## src/rtl/seq_arb_pkg.sv

```systemverilog
// rtl/seq_arb_pkg.sv - shared types and index/one-hot helpers for the sequence-number table arbiter
package seq_arb_pkg;

    typedef enum logic {
        IDLE = 1'b0,
        BUSY = 1'b1
    } arb_state_t;

    // Helpers work at a fixed maximum width; callers cast to their own width.
    localparam int MAX_REQ   = 64;
    localparam int MAX_IDX_W = 6;

    function automatic logic [MAX_IDX_W-1:0] onehot_to_idx(input logic [MAX_REQ-1:0] oh);
        logic [MAX_IDX_W-1:0] idx;
        idx = '0;
        for (int b = 0; b < MAX_IDX_W; b++) begin
            for (int i = 0; i < MAX_REQ; i++) begin
                if (((i >> b) & 1) != 0) begin
                    idx[b] = idx[b] | oh[i];
                end
            end
        end
        return idx;
    endfunction

    function automatic logic [MAX_REQ-1:0] idx_to_onehot(input logic [MAX_IDX_W-1:0] idx);
        return MAX_REQ'(1) << idx;
    endfunction

endpackage

```

## src/rtl/seq_num_table_arbiter_rr_grant_picker.sv

```systemverilog
// rtl/seq_num_table_arbiter_rr_grant_picker.sv - combinational round-robin pick starting at ptr
module rr_grant_picker #(
    parameter int NUM_REQ = 8,
    localparam int IDX_W  = $clog2(NUM_REQ)
) (
    input  logic [NUM_REQ-1:0] req,
    input  logic [NUM_REQ-1:0] mask,
    input  logic [IDX_W-1:0]   ptr,
    output logic [NUM_REQ-1:0] winner,
    output logic               any_valid
);

    logic [NUM_REQ-1:0] cand;
    logic [NUM_REQ-1:0] rot;
    logic [NUM_REQ-1:0] first;
    logic [IDX_W-1:0]   back_ptr;

    assign cand      = req & ~mask;
    assign any_valid = |cand;

    // Rotate so ptr sits at bit 0, isolate the lowest set bit, rotate back by -ptr.
    assign rot      = NUM_REQ'({cand, cand} >> ptr);
    assign first    = rot & (~rot + NUM_REQ'(1));
    assign back_ptr = IDX_W'(0) - ptr;
    assign winner   = NUM_REQ'({first, first} >> back_ptr);

endmodule

```

## src/rtl/seq_num_table_arbiter.sv

```systemverilog
// rtl/seq_num_table_arbiter.sv - round-robin owner arbiter for the table port; SEQ_ARB_TIMEOUT_EN adds the hold limit
module seq_num_table_arbiter
    import seq_arb_pkg::*;
#(
    parameter int NUM_REQ  = 8,
    parameter int MAX_HOLD = 16,
    localparam int IDX_W   = $clog2(NUM_REQ)
) (
    input  logic               i_clk,
    input  logic               i_rst,
    input  logic [NUM_REQ-1:0] i_req,
    input  logic [NUM_REQ-1:0] i_done,
    output logic [NUM_REQ-1:0] o_grant,
    output logic [IDX_W-1:0]   o_grant_idx,
    output logic               o_grant_valid,
    output logic               o_timeout
);

    arb_state_t         state;
    arb_state_t         state_next;
    logic [IDX_W-1:0]   ptr;
    logic [IDX_W-1:0]   pick_ptr;
    logic [NUM_REQ-1:0] pick_mask;
    logic [NUM_REQ-1:0] winner;
    logic [NUM_REQ-1:0] grant_next;
    logic               any_valid;
    logic               hold_hit;
    logic               release_now;
    logic               new_grant;

    // While busy, re-arbitrate with the owner masked and the pointer already advanced past it.
    assign pick_ptr  = (state == BUSY) ? o_grant_idx + IDX_W'(1) : ptr;
    assign pick_mask = (state == BUSY) ? NUM_REQ'(idx_to_onehot(MAX_IDX_W'(o_grant_idx))) : '0;

    rr_grant_picker #(.NUM_REQ(NUM_REQ)) u_picker (
        .req       (i_req),
        .mask      (pick_mask),
        .ptr       (pick_ptr),
        .winner    (winner),
        .any_valid (any_valid)
    );

    assign release_now = (state == BUSY) &&
                         (i_done[o_grant_idx] || !i_req[o_grant_idx] || hold_hit);
    assign new_grant   = any_valid && ((state == IDLE) || release_now);

`ifdef SEQ_ARB_TIMEOUT_EN
    localparam int HOLD_W = $clog2(MAX_HOLD);
    logic [HOLD_W-1:0] hold;

    assign hold_hit  = (state == BUSY) && (hold == HOLD_W'(MAX_HOLD - 1));
    assign o_timeout = hold_hit && !i_done[o_grant_idx];

    always_ff @(posedge i_clk or posedge i_rst) begin
        if (i_rst) begin
            hold <= '0;
        end else if (new_grant) begin
            hold <= '0;
        end else if ((state == BUSY) && (hold != '1)) begin
            hold <= hold + HOLD_W'(1);
        end
    end
`else
    assign hold_hit  = 1'b0;
    assign o_timeout = 1'b0;
`endif

    always_ff @(posedge i_clk or posedge i_rst) begin
        if (i_rst) begin
            state <= IDLE;
        end else begin
            state <= state_next;
        end
    end

    always_comb begin
        state_next = state;
        case (state)
            IDLE:    if (any_valid) state_next = BUSY;
            BUSY:    if (release_now && !any_valid) state_next = IDLE;
            default: state_next = IDLE;
        endcase
    end

    always_comb begin
        grant_next = o_grant;
        if (new_grant) begin
            grant_next = winner;
        end else if (release_now) begin
            grant_next = '0;
        end
    end

    always_ff @(posedge i_clk or posedge i_rst) begin
        if (i_rst) begin
            o_grant     <= '0;
            o_grant_idx <= '0;
            ptr         <= '0;
        end else begin
            o_grant     <= grant_next;
            o_grant_idx <= IDX_W'(onehot_to_idx(MAX_REQ'(grant_next)));
            if (release_now) begin
                ptr <= o_grant_idx + IDX_W'(1);
            end
        end
    end

    assign o_grant_valid = |o_grant;

endmodule

```

## config.mk

```make
export PLATFORM = sky130hd
export DESIGN_NAME = seq_num_table_arbiter
export DESIGN_NICKNAME = d
export VERILOG_FILES = /design/src/rtl/seq_arb_pkg.sv /design/src/rtl/seq_num_table_arbiter_rr_grant_picker.sv /design/src/rtl/seq_num_table_arbiter.sv
export SDC_FILE = /design/constraint.sdc
export NUM_CORES = 1
export LEC_CHECK = 0
export BUFFER_PORTS_ARGS = -buffer_cell sky130_fd_sc_hd__buf_4
export CAP_MARGIN = 20
export CORE_MARGIN = 8
export CORE_UTILIZATION = 55
export CTS_CLUSTER_SIZE = 20
export DETAILED_ROUTE_END_ITERATION = 8
export PLACE_DENSITY = 0.89
export SYNTH_ARGS = -nofsm -noshare
export SYNTH_HDL_FRONTEND = slang
export SYNTH_SLANG_ARGS = --single-unit
```

## constraint.sdc

```tcl
create_clock -name i_clk -period 4.4 [get_ports i_clk]
set_clock_uncertainty 0.05 [all_clocks]
set_input_delay 0.44 -clock i_clk [delete_from_list [all_inputs] [get_ports i_clk]]
set_output_delay 0.44 -clock i_clk [all_outputs]
set_load 0.02 [all_outputs]
```

==> results of run 1 <==
## worst max-delay path by stage
stage                         startpoint        endpoint  slack, ps  cells past startpoint
after floorplan           o_grant_idx[0]  o_grant_idx[0]       1080                     12
after global placement    o_grant_idx[0]  o_grant_idx[0]        830                     13
after detailed placement  o_grant_idx[0]  o_grant_idx[0]        800                     11
after CTS                 o_grant_idx[0]  o_grant_idx[0]        740                     11
after global routing      o_grant_idx[0]  o_grant_idx[0]        250                     11
final                     o_grant_idx[0]  o_grant_idx[0]        640                     11
## state kept, by name, indices dropped and copies added, names as in the netlist
register / count
o_grant_idx: 3
ptr: 3
state: 1
o_grant: 8
## synthesized netlist by cell type, drive strengths merged (2+ instances only)
cell | number | area share, %
ha | 7 | 4.6
buf | 9 | 3.9
a31oi | 2 | 0.66
o31ai | 3 | 1.2
a221o | 2 | 1.1
o21ai | 22 | 6.4
o211ai | 4 | 1.6
o2111ai | 2 | 0.92
mux2i | 7 | 4.3
nor2 | 22 | 4.3
xnor2 | 2 | 0.92
nand2 | 23 | 4.7
mux2 | 4 | 2.8
a21boi | 2 | 0.79
a21oi | 11 | 3.1
a22oi | 2 | 1.5
dfrtp | 15 | 20
or3 | 2 | 0.66
nand3 | 29 | 8.4
inv | 17 | 3.5
and3 | 3 | 0.98
a32oi | 8 | 3.7
nand2b | 6 | 2.0
nor2b | 3 | 0.98
nand3b | 3 | 1.2
nor4 | 5 | 1.6
o221ai | 2 | 0.92
o21a | 2 | 0.79
clkbuf | 4 | 0.79
## metrics by stage
stage          cells  worst slack (ps)  hold slack [ps]  area (um^2)
2_1_floorplan    246              1080              291         1910
3_5_place_dp     309               797              447         2100
6_report         313               636              119         2130
5_1_grt          313               255              191         2130
4_1_cts          313               743              139         2130
3_3_place_gp     309               831              421         2100
## metal layers
| layer | wire length (um) | part of all wire (%) | GRT usage [%] | vias to the layer above |
|---|---|---|---|---|
| met5 | 0 | 0 | 0 | - |
| met1 | 2190 | 43 | 23.9 | 941 |
| met3 | 494 | 9.7 | 2.66 | 11 |
| li1 | - | - | - | 960 |
| met2 | 2350 | 46 | 32.1 | 127 |
| met4 | 71 | 1.4 | 7.39 | 0 |
## logic make-up (layout without fill, tap and decap cells)
logic type | count (synthesis) | after routing | share of synthesized area [%]
other cells | 1 | 1 | 0.197
fa+ha+maj | 7 | 7 | 4.59
flops | 15 | 15 | 19.7
mux | 12 | 12 | 8.26
buf+inv | 31 | 52 | 8.39
xor+xnor | 2 | 2 | 0.918
compound gates | 73 | 73 | 29.7
simple gates | 105 | 105 | 28.3
## worst reg2reg max path, cell delays in order, from the launching register on
cell	delay, ps
dfrtp_1	640
inv_1	130
ha_1	390
mux2_4	340
o21ai_0	470
o21ai_1	190
mux2i_1	350
a31oi_1	150
mux2_2	310
a32o_1	210
a21oi_1	220
o2111ai_1	170
## cell type report
cell class,count,share of cell area (%)
Clock buffer,3,1.06
Tap cell,46,2.70
Inverter,18,3.29
Clock inverter,1,0.352
Sequential cell,15,17.6
Multi-Input combinational cell,200,64.4
Timing Repair Buffer,30,10.6
==> results.json, run 1 <==
{
  "hold_viol_final": 0,
  "syn-num-nets": 271,
  "period_share_pct": 85.6,
  "io_pins": 31,
  "fin_nets": 293,
  "worstSetupStartpointType": "flop",
  "max-slew-margin-rel_pct": 47.9,
  "rr_worst_depth": 11,
  "clk_pin_slew_ps": 100,
  "cts_setup_buffers": 0,
  "insertion_delay_ps": 300,
  "synth_seq_cells": 15,
  "final_cell_mix": "buf_4 (30), nand3_1 (26), nor2_1 (22), nand2_1 (22)",
  "grt_max_degree": 24,
  "synth-seq-area-share_pct": 19.7,
  "cts_buffers": 3,
  "cap_violations": 0,
  "multiInputGateArea_mm2": 0.00137,
  "path_buf_inv": 1,
  "drc": 0,
  "avgSynthCellArea_um2": 7.76,
  "rrSetupSlack_ps": 640,
  "crit_slowest_cell": "dfrtp_1",
  "yosysUniqueCellTypes": 67,
  "ys_async_sr_fraction_pct": 100,
  "cts_tree": "built",
  "h-tree-depth": 1,
  "synthFlopType": "dfrtp_1",
  "grt_overflow": 0,
  "dr.pass1.iters": 6,
  "netlist_instances": 246,
  "nFillCells": 292,
  "status": "completed",
  "start_util_pct": 57.2,
  "period_needed_ps": 3760,
  "path_cells": "inv_1 > ha_1 > mux2_4 > o21ai_0 > o21ai_1 > mux2i_1 > a31oi_1 > mux2_2 > a32o_1 > a21oi_1 > o2111ai_1",
  "layout-drive-gt1-share_pct": 21.0,
  "core-area_mm2": 0.00334,
  "die_area_mm2": 0.00561,
  "cp-end-kind": "flop",
  "drt-total-wl_mm": 5.11,
  "dp_hpwl_mm": 3.93,
  "synthToLayoutAreaGrowth_pct": 11.7,
  "wl_per_cell_um": 16.3,
  "cp.arrival_ps": 3880,
  "final_core_util_pct": 63.9,
  "synth_area_mm2": 0.00191,
  "cts_hold_buf": 0,
  "rsz0062_at_grt": "no",
  "reg2reg_to": "o_grant_idx[0]",
  "cp.required_ps": 4510,
  "hp-class": "in2async",
  "die_h_um": 74.9,
  "synth_edf_count": 0,
  "synth_warnings": 0,
  "worst-setup-path-type": "reg2reg",
  "routabilityCongestion": 1.00,
  "tightest_slew_ps": 781,
  "grt_pass1_wl_mm": 8.60,
  "antenna_found_initial": 0,
  "worstReg2RegStart": "o_grant_idx[0]",
  "post_cts_resized": 0,
  "tns_ps": 0,
  "port_buffers": 29,
  "diodes": 0,
  "setup_violations": 0,
  "grt_pass1_vias": 1918,
  "routed-via-count": 2039,
  "drtIter0Drc": 325,
  "critical_path.max_stage_delay_ps": 640,
  "crit_fanout": 14,
  "slew_viol_final": 0,
  "cts_sinks": 15,
  "grt_usage_pct": 19.1,
  "die_w_um": 74.9,
  "final_common_cell": "buf_4",
  "path_delay_family": "compound AO/OA/AOI/OAI gates",
  "clock_path_buffers": 2,
  "ant_nets": 0,
  "seq_area_um2": 375,
  "routed_via_density": 6.51,
  "num_rows": 21,
  "fmax_mhz": 266,
  "root_buffer": "clkbuf_4"
}
Power of run 1 is left out: the tool's default activity adds up to more than one toggle a clock period on the data nets, which glitch-free logic cannot reach.
==> inputs of run 2 (changes only) <==
ABC_AREA = 1   (was not set)
GPL_TIMING_DRIVEN = 1   (was not set)
PLACE_DENSITY = 0.9   (was 0.89)
==> run 2 against run 1 <==
Compared with the run above: hold slack better by 10 ps; first-iteration DRC count is 23% lower; critical path depth is 3 higher; core utilization is 1.7 points higher; register-to-register slack better by 620 ps; global-route usage is 1.0 points lower; area after synthesis is 7.2% lower; cell area is 6.0% lower; count of clock-buffer cells in the layout stayed put; synthesized cell count is 9.8% higher; non-clock buffer count is 1 lower.
==> results.json, run 2 <==
{
  "path_cells": "inv_2 > ha_1 > nand2_1 > o21ai_4 > inv_2 > ha_1 > xnor2_1 > inv_1 > nand3_1 > nand2_1 > nand2_1 > nand2_2 > nor2_2 > nand2_1",
  "worstSetupStartpointType": "flop",
  "crit_fanout": 10,
  "dpl_cell_area_mm2": 0.00197,
  "reg2reg_to": "o_grant_idx[1]",
  "netlist_instances": 270,
  "period_needed_ps": 3140,
  "grt_max_degree": 19,
  "synth_warnings": 0,
  "synth_area_mm2": 0.00177,
  "setup_violations": 0,
  "drtIter0Drc": 251,
  "die_w_um": 72.7,
  "max-slew-margin-rel_pct": 56.3,
  "ant_nets": 0,
  "dp_hpwl_mm": 3.72,
  "crit_slowest_cell": "dfrtp_1",
  "crit_end": "o_grant_idx[1]",
  "cap_violations": 0,
  "routed-wl-met2_mm": 2.32,
  "drt-total-wl_mm": 4.64,
  "hp-class": "in2async",
  "cts_setup_buffers": 0,
  "root_buffer": "clkbuf_4",
  "yosys.area.top_type": "dfrtp_1",
  "startpoint": "o_grant_idx[0]",
  "hold_ws_ps": 130,
  "synthTopCellsByCount": "nand2_1 (78), nand3_1 (69), inv_1 (16)",
  "layout-drive-gt1-share_pct": 23.2,
  "top_register": "o_grant",
  "period_share_pct": 71.4,
  "rsz0062_at_grt": "no",
  "diodes": 0,
  "h-tree-depth": 1,
  "top_layer": "met4",
  "fmax_mhz": 318,
  "finalNonFillerCells": 341,
  "grt_overflow": 0,
  "ys_async_sr_fraction_pct": 100,
  "synth-seq-area-share_pct": 21.2,
  "status": "completed",
  "critical_path.max_stage_delay_ps": 570,
  "rrSetupSlack_ps": 1260,
  "final_cell_mix": "nand2_1 (78), nand3_1 (69), buf_4 (29)",
  "syn-num-nets": 295,
  "core-area_mm2": 0.00305,
  "yosysMostFrequentCell": "nand2_1",
  "io_pins": 31,
  "synthToLayoutAreaGrowth_pct": 13.1,
  "tightest_slew_ps": 650,
  "hold_viol_final": 0,
  "worstReg2RegStart": "o_grant_idx[0]",
  "fin_nets": 323,
  "worst-setup-path-type": "reg2reg",
  "synth_seq_cells": 15,
  "largest_reg_flops": 8,
  "slew_viol_final": 0,
  "synth_edf_count": 0,
  "antenna_found_initial": 0,
  "path_delay_family": "simple AND/OR/NAND/NOR gates",
  "post_cts_resized": 0,
  "grt_pass1_vias": 1846,
  "synth_area_leaders": "dfrtp_1 (21%), nand3_1 (20%), nand2_1 (17%), ha_1 (4.9%), nand2_4 (4.5%)",
  "cp.required_ps": 4550,
  "wl_per_cell_um": 13.6,
  "num_rows": 20,
  "cts_sinks": 15,
  "cp-end-kind": "flop",
  "die_area_mm2": 0.00529,
  "port_buffers": 29,
  "dp_cells": 337,
  "reg.largest.list": "o_grant (8), o_grant_idx (3), ptr (3)",
  "routabilityCongestion": 0.935,
  "drc": 0,
  "tns_ps": 0,
  "die_h_um": 72.7,
  "final_common_cell": "nand2_1",
  "clock_path_buffers": 2,
  "avgSynthCellArea_um2": 6.56,
  "cts_buffers": 3,
  "path_buf_inv": 3,
  "start_util_pct": 58.0,
  "routed-via-count": 1906,
  "final_area_mm2": 0.00200,
  "grt_pass1_wl_mm": 7.91,
  "cp.arrival_ps": 3290,
  "cts_hold_buf": 0,
  "rr_worst_depth": 14,
  "drt-met1-wl_mm": 1.97,
  "synthFlopType": "dfrtp_1",
  "clk_pin_slew_ps": 100,
  "yosysTopAreaCellShare_pct": 21.2,
  "grt_usage_pct": 18.1,
  "dr.pass1.iters": 5,
  "cts_tree": "built",
  "insertion_delay_ps": 300,
  "routed_via_density": 5.59,
  "yosysUniqueCellTypes": 31,
  "cp.depth": 14,
  "wl_met3_um": 284,
  "cpMostUsedCell": "nand2_1"
}
## run 2: metrics by stage
| stage | utilization [%] | worst slack, ps |
|---|---|---|
| after global placement | 64.6 | 1480 |
| final | 65.6 | 1260 |
| after detailed placement | 64.6 | 1360 |
| after global routing | 65.6 | 974 |
| after CTS | 65.6 | 1340 |
| after floorplan | - | 1640 |
## run 2: worst min path at each step
stage / cells after the start / slack, ps / endpoint / from
after detailed placement: 2 / 430 / ptr[2] / ptr[2]
final: 2 / 130 / o_grant_idx[1] / i_rst
after CTS: 2 / 150 / o_grant_idx[1] / i_rst
after floorplan: 1 / 290 / o_grant[0] / i_rst
after global placement: 2 / 440 / ptr[2] / ptr[2]
after global routing: 2 / 170 / ptr[2] / i_rst
## run 2: per-layer routing
metal	track usage, %	up-vias
li1	-	964
met1	21.1	845
met2	32.2	90
met3	2.75	7
met4	6.67	0
met5	0	-
## run 2: final cells by class
cell class | instances | area, um^2
multi-input cells | 226 | 1240
fillers | 280 | 1050
flip-flops and latches | 15 | 375
repair buffers | 29 | 218
inverters | 23 | 86.3
well taps | 44 | 55.1
clock buffers | 3 | 22.5
clock inverters | 1 | 7.51
## run 2: cell families after synthesis
group / count (synthesis) / share of synthesized area [%]
AO/OA/AOI/OAI: 21 / 9.12
XOR/XNOR: 1 / 0.495
adder cells (fa/ha/maj): 7 / 4.95
buffers and inverters: 29 / 8.90
flip-flops: 15 / 21.2
other: 1 / 0.212
AND/OR/NAND/NOR: 196 / 55.1
Power of run 2 is left out for the same reason.
